`config.mk`:
```
export PLATFORM = sky130hd
export DESIGN_NAME = aes_round_key_store
export DESIGN_NICKNAME = d
export VERILOG_FILES = /design/src/rtl/aes_round_key_store.sv
export SDC_FILE = /design/constraint.sdc
export NUM_CORES = 2
export LEC_CHECK = 0
export CAP_MARGIN = 20
export CORE_MARGIN = 5
export CORE_UTILIZATION = 45
export DETAILED_ROUTE_END_ITERATION = 10
export HOLD_SLACK_MARGIN = 0.08
export MAX_ROUTING_LAYER = met4
export PLACE_DENSITY = 0.62
export SETUP_SLACK_MARGIN = 0.4
export SYNTH_ARGS = -nofsm -noshare
export SYNTH_HDL_FRONTEND = slang
export SYNTH_SLANG_ARGS = --single-unit
```
`constraint.sdc`:
```
create_clock -name clk -period 8.9 [get_ports clk]
set_input_delay 1.78 -clock clk [delete_from_list [all_inputs] [get_ports clk]]
set_output_delay 1.78 -clock clk [all_outputs]
set_load 0.1 [all_outputs]
```
`src/rtl/aes_round_key_store.sv`:
```
// rtl/aes_round_key_store.sv - AES key expansion with stored schedule and streamed round-key read port
//
// Expands a 128/192/256-bit cipher key one schedule word per clock into an
// internal word store. The round keys are then streamed out, forward
// (round 0..Nr) or reverse (round Nr..0), over a valid/ready handshake.
//
// Build option: define AES_KEY_ZEROIZE_EN to clear the stored schedule when
// the final key of a read pass is accepted. A new load is then needed before
// the next pass. Without it the schedule is kept for any number of passes.
//
// Ports:
//   clk       rising-edge clock
//   reset     synchronous active-high reset
//   key_in    cipher key, first key byte in the MSBs, sampled with load
//   load      start expansion of key_in (aborts any expansion or read pass)
//   rd_start  start a read pass (honoured only when ready)
//   rd_dir    read order sampled with rd_start: 0 forward, 1 reverse
//   rk_ready  consumer accepts rk_out this cycle
//   busy      expansion in progress
//   ready     schedule complete and no read pass active
//   rk_valid  rk_out / rk_index / rk_last valid
//   rk_out    round key, word 4r in bits [127:96]
//   rk_index  round number of rk_out
//   rk_last   rk_out is the final key of the pass
module aes_round_key_store #(
    parameter int KEY_BITS = 128
) (
    input  logic                clk,
    input  logic                reset,
    input  logic [KEY_BITS-1:0] key_in,
    input  logic                load,
    input  logic                rd_start,
    input  logic                rd_dir,
    input  logic                rk_ready,
    output logic                busy,
    output logic                ready,
    output logic                rk_valid,
    output logic [127:0]        rk_out,
    output logic [3:0]          rk_index,
    output logic                rk_last
);
    localparam int NK = KEY_BITS / 32;
    localparam int NR = NK + 6;
    localparam int NW = 4 * (NR + 1);

    localparam logic [1:0] S_IDLE   = 2'd0;
    localparam logic [1:0] S_EXPAND = 2'd1;
    localparam logic [1:0] S_READY  = 2'd2;
    localparam logic [1:0] S_READ   = 2'd3;

    // Forward S-box, entry 0 in the top byte.
    localparam logic [2047:0] SBOX = {
        128'h637c777bf26b6fc53001672bfed7ab76, 128'hca82c97dfa5947f0add4a2af9ca472c0,
        128'hb7fd9326363ff7cc34a5e5f171d83115, 128'h04c723c31896059a071280e2eb27b275,
        128'h09832c1a1b6e5aa0523bd6b329e32f84, 128'h53d100ed20fcb15b6acbbe394a4c58cf,
        128'hd0efaafb434d338545f9027f503c9fa8, 128'h51a3408f929d38f5bcb6da2110fff3d2,
        128'hcd0c13ec5f974417c4a77e3d645d1973, 128'h60814fdc222a908846eeb814de5e0bdb,
        128'he0323a0a4906245cc2d3ac629195e479, 128'he7c8376d8dd54ea96c56f4ea657aae08,
        128'hba78252e1ca6b4c6e8dd741f4bbd8b8a, 128'h703eb5664803f60e613557b986c11d9e,
        128'he1f8981169d98e949b1e87e9ce5528df, 128'h8ca1890dbfe6426841992d0fb054bb16
    };

    function automatic logic [7:0] sbox(input logic [7:0] x);
        return SBOX[{~x, 3'b000} +: 8];
    endfunction

    function automatic logic [31:0] sub_word(input logic [31:0] x);
        return {sbox(x[31:24]), sbox(x[23:16]), sbox(x[15:8]), sbox(x[7:0])};
    endfunction

    logic [1:0]   state_q;
    logic [31:0]  w_q [NW];
    logic [5:0]   i_q;       // schedule word being produced
    logic [2:0]   mod_q;     // i_q mod Nk, kept as a counter to avoid a divider
    logic [7:0]   rcon_q;    // Rcon for the next i_q mod Nk == 0 word
    logic         dir_q;
    logic         busy_q;
    logic         ready_q;
    logic         rk_valid_q;
    logic         rk_last_q;
    logic [127:0] rk_out_q;
    logic [3:0]   rk_index_q;

    logic [31:0]  w_prev;
    logic [31:0]  w_old;
    logic [31:0]  w_tmp;
    logic [31:0]  w_new;
    logic [3:0]   rd_round;
    logic [127:0] rd_key;
    logic         rd_is_last;

    always_comb begin
        w_prev = w_q[i_q - 6'd1];
        w_old  = w_q[i_q - 6'(NK)];
        if (mod_q == 3'd0) begin
            w_tmp = sub_word({w_prev[23:0], w_prev[31:24]}) ^ {rcon_q, 24'h000000};
        end else if (NK == 8 && mod_q == 3'd4) begin
            w_tmp = sub_word(w_prev);
        end else begin
            w_tmp = w_prev;
        end
        w_new = w_old ^ w_tmp;

        // Outside READ this selects the first key of a pass about to start;
        // inside READ it selects the key following the one being presented.
        if (state_q == S_READ) begin
            rd_round = dir_q ? (rk_index_q - 4'd1) : (rk_index_q + 4'd1);
        end else begin
            rd_round = rd_dir ? 4'(NR) : 4'd0;
        end
        rd_key = {w_q[{rd_round, 2'b00}], w_q[{rd_round, 2'b01}],
                  w_q[{rd_round, 2'b10}], w_q[{rd_round, 2'b11}]};
        rd_is_last = dir_q ? (rd_round == 4'd0) : (rd_round == 4'(NR));
    end

    always_ff @(posedge clk) begin
        if (reset) begin
            state_q    <= S_IDLE;
            i_q        <= 6'd0;
            mod_q      <= 3'd0;
            rcon_q     <= 8'h00;
            dir_q      <= 1'b0;
            busy_q     <= 1'b0;
            ready_q    <= 1'b0;
            rk_valid_q <= 1'b0;
            rk_last_q  <= 1'b0;
            rk_out_q   <= '0;
            rk_index_q <= 4'd0;
        end else if (load) begin
            for (int j = 0; j < NK; j++) begin
                w_q[6'(j)] <= key_in[KEY_BITS-1-32*j -: 32];
            end
            state_q    <= S_EXPAND;
            i_q        <= 6'(NK);
            mod_q      <= 3'd0;
            rcon_q     <= 8'h01;
            busy_q     <= 1'b1;
            ready_q    <= 1'b0;
            rk_valid_q <= 1'b0;
            rk_last_q  <= 1'b0;
        end else begin
            case (state_q)
                S_EXPAND: begin
                    w_q[i_q] <= w_new;
                    mod_q    <= (mod_q == 3'(NK-1)) ? 3'd0 : mod_q + 3'd1;
                    if (mod_q == 3'd0) begin
                        rcon_q <= {rcon_q[6:0], 1'b0} ^ (rcon_q[7] ? 8'h1b : 8'h00);
                    end
                    if (i_q == 6'(NW-1)) begin
                        state_q <= S_READY;
                        busy_q  <= 1'b0;
                        ready_q <= 1'b1;
                    end else begin
                        i_q <= i_q + 6'd1;
                    end
                end
                S_READY: begin
                    if (rd_start) begin
                        state_q    <= S_READ;
                        dir_q      <= rd_dir;
                        ready_q    <= 1'b0;
                        rk_valid_q <= 1'b1;
                        rk_out_q   <= rd_key;
                        rk_index_q <= rd_round;
                        rk_last_q  <= 1'b0;
                    end
                end
                S_READ: begin
                    if (rk_valid_q && rk_ready) begin
                        if (rk_last_q) begin
                            rk_valid_q <= 1'b0;
                            rk_last_q  <= 1'b0;
`ifdef AES_KEY_ZEROIZE_EN
                            for (int j = 0; j < NW; j++) begin
                                w_q[6'(j)] <= '0;
                            end
                            rk_out_q <= '0;
                            state_q  <= S_IDLE;
                            ready_q  <= 1'b0;
`else
                            state_q  <= S_READY;
                            ready_q  <= 1'b1;
`endif
                        end else begin
                            rk_out_q   <= rd_key;
                            rk_index_q <= rd_round;
                            rk_last_q  <= rd_is_last;
                        end
                    end
                end
                default: ;
            endcase
        end
    end

    assign busy     = busy_q;
    assign ready    = ready_q;
    assign rk_valid = rk_valid_q;
    assign rk_out   = rk_out_q;
    assign rk_index = rk_index_q;
    assign rk_last  = rk_last_q;

endmodule
```
==> out/metrics.cfg <==
[run_status]
status = complete, no violations

[drt]
drt-initial-drc-count = 17600
avgRoutedWirePerCell_um = 43.5
routed_wirelength_um = 494000
firstDrtPassIters = 10
drc = 0
vias_per_cell = 7.78
drtAntennaViolNets = 0
vias = 88500

[critical_path]
crit_fanout = 38
rr_worst_depth = 19
rrSetupSlack_ns = 0.44
worstReg2RegStart = i_q[0]
end_kind = flip-flop
required_ns = 9.62
critPathLaunchType = flip-flop
arrival_ns = 9.19
timing.rr.end = w_q[3][23]
worst-setup-path-type = flip-flop to flip-flop

[global_route]
track_usage_pct = 43.7
grt_max_degree = 141
gr-total-overflow = 0
antenna_found_initial = 20
grt_pass1_vias = 82500
grt_pass1_wl_um = 672000

[logic_synthesis]
synth.distinct_cells = 100
ys_warn_count = 0
synth_area_sq_mm = 0.0968
syn_avg_cell_area_sq_um = 11.8
syn_inst = 8227
ys_ff_latch = 1564
ys_async_sr_fraction_pct = 0
yosysSeqAreaShare_pct = 46.9
synth_edf_count = 1408
syn_nets = 8432
yosys_most_used_dff = edfxtp_1

[placement]
numPortBuffers = 269
routabilityCongestion = 1.09
dp_hpwl_um = 327000

[floorplan]
die_y_um = 474
start_util_pct = 45.1
io_pins = 270
dieArea_sq_mm = 0.224
row_count = 170
core_area_sq_mm = 0.214
die_w_um = 474

[clock_network]
cts_tree = built
clock_path_buffers = 3
cts_root_buf = clkbuf_16
h-tree-depth = 4
cts_setup_buffers = 0
clock_sinks = 1564
cts-buffers-inserted = 171
clock_latency_ns = 0.88
hold_buffers = 0
clkSlewWorstSetupHoldPaths_ns = 0.07
cts-resized-gates = 0

[finish]
nets = 8565
fin_util_pct = 51.5
area_growth_pct = 14.1
multiInputGateArea_sq_mm = 0.0485
regArea_sq_mm = 0.0454
fillers = 18500
drive_above_1_share_pct = 21.7

[min_path]
min_path_type = flip-flop to flip-flop
worstHoldStart = rk_out[24]
min_to = rk_out[24]
worstHoldPathCells = 2

[timing]
skew_ns = 0.0489
fin_setup_tns_ns = 0
worst_pin_slew_ns = 1.29
max_slew_margin_pct = 13.7
finalCriticalPeriod_ns = 8.46
drv_slew = 0
fin_crit_sh_pct = 95.1
setup_violations = 0
fmax_ghz = 0.118
rsz0062_at_grt = false
finalHoldViolations = 0

[power]
peakVddDrop_uv = 223
p_per_area_mw_per_mm2 = 231
power_mw = 25.5
p_leak_nw = 36.0

[job]
drv_cap = 0

how the worst max path moves through the flow:
stage	from	cells past startpoint	slack, ns	endpoint
floorplan	i_q[0]	31	0.71	w_q[0][30]
global placement	i_q[0]	19	0.86	w_q[3][23]
detailed placement	i_q[0]	20	0.96	w_q[32][8]
CTS	i_q[0]	20	0.89	w_q[42][8]
global route	i_q[0]	21	0.47	w_q[2][23]
finish	i_q[0]	19	0.44	w_q[3][23]
final cells by class:
| class | count | share of cell area [%] |
|---|---|---|
| Tap cell | 2838 | 3.22 |
| Clock inverter | 105 | 1.00 |
| Sequential cell | 1564 | 41.1 |
| Inverter | 72 | 0.252 |
| Antenna cell | 30 | 0.0680 |
| Clock buffer | 209 | 4.06 |
| Timing Repair Buffer | 765 | 6.33 |
| Multi-Input combinational cell | 5786 | 43.9 |
worst max-delay path: stages, from the launching register on:
cell       delay, ns
dfxtp_4         0.66
inv_1           0.18
ha_4            0.88
buf_12          0.34
mux4_2          0.36
mux2_2          0.29
o2111ai_1       0.69
mux2i_2         0.31
inv_1           0.35
ha_1            0.58
buf_4           0.28
nand2_1         0.10
a31oi_1         0.26
o21ai_0         0.23
a2111oi_0       1.02
a2111oi_4       0.21
buf_4           0.28
xnor2_2         0.57
buf_4           0.41
mux2_2          0.21
metal layers:
layer	part of all wire (%)	up-vias	routed length, um	track usage [%]
met2	41	9157	201000	59.1
met3	17	2308	83000	19.1
met5	0	-	0	-
met1	34	43500	169000	53.2
met4	8.4	0	41300	28.0
li1	-	33500	-	-
power breakdown:
part / switching [mW] / total [mW] / internal (mW)
combinational: 6.39 / 8.78 / 2.40
sequential: 0.0606 / 9.51 / 9.45
clock: 3.21 / 7.24 / 4.03
placed cells by master (no fill, tap or decap), types with 65 or more instances in the layout:
master	count
a211oi_1	368
o221ai_1	65
nor3_1	146
nand2_1	723
nand3_1	153
edfxtp_1	1408
ha_1	68
o22ai_1	340
mux2_2	222
a31oi_1	94
a21oi_1	665
o211ai_1	99
clkdlybuf4s50_1	267
dfxtp_1	153
nor2_1	553
mux4_2	681
o21ai_0	371
buf_4	445
clkbuf_16	173
mux2i_1	319
per-stage QoR:
stage | area [sq um] | hold WS, ns | setup WS, ns | instances
2_1_floorplan | 96800 | 0.450 | 0.709 | 8227
3_3_place_gp | 104000 | 0.468 | 0.856 | 11000
3_5_place_dp | 104000 | 0.476 | 0.964 | 11000
4_1_cts | 110000 | 0.489 | 0.889 | 11300
5_1_grt | 110000 | 0.518 | 0.471 | 11400
6_report | 110000 | 0.484 | 0.436 | 11400
registers in the layout, summed over array words and instances (netlist names):
signal    cells
w_q        1408
rk_valid      1
busy          1
state_q       2
dir_q         1
ready         1
mod_q         3
i_q           6
rk_out      128
rk_last       1
rcon_q        8
rk_index      4
cells by family after synthesis:
| logic type | Yosys count | synth area share [%] |
|---|---|---|
| AOI/OAI and AO/OA | 2540 | 17.3 |
| and+or+nand+nor | 1869 | 8.34 |
| DFF | 1564 | 46.9 |
| muxes | 1241 | 21.9 |
| buffers and inverters | 877 | 4.03 |
| adders and majority gates | 71 | 0.926 |
| xor gates and xnor gates | 65 | 0.604 |
synth_stat cells, drive strengths merged (15+ instances only):
cell type | instances | share of area (%)
a2111oi | 32 | 0.30
a211o | 42 | 0.38
a211oi | 385 | 3.0
a21o | 24 | 0.19
a21oi | 670 | 3.5
a221o | 15 | 0.16
a221oi | 49 | 0.44
a311oi | 45 | 0.41
a31oi | 96 | 0.62
a32oi | 18 | 0.16
and2 | 20 | 0.13
and3 | 46 | 0.30
buf | 342 | 2.0
clkbuf | 463 | 1.8
dfxtp | 156 | 3.2
edfxtp | 1408 | 44
ha | 70 | 0.90
inv | 71 | 0.28
mux2 | 232 | 2.7
mux2i | 328 | 3.4
mux4 | 681 | 16
nand2 | 740 | 2.9
nand2b | 22 | 0.14
nand3 | 157 | 0.81
nand4 | 20 | 0.14
nor2 | 598 | 2.3
nor3 | 147 | 0.77
nor3b | 17 | 0.13
nor4 | 49 | 0.33
o2111ai | 19 | 0.17
o211ai | 100 | 0.78
o21ai | 379 | 2.0
o221ai | 67 | 0.62
o22ai | 341 | 2.2
o311ai | 48 | 0.43
o31ai | 34 | 0.30
or3 | 19 | 0.12
xnor2 | 51 | 0.47
Note: power is estimated with default switching activity, not from simulation.
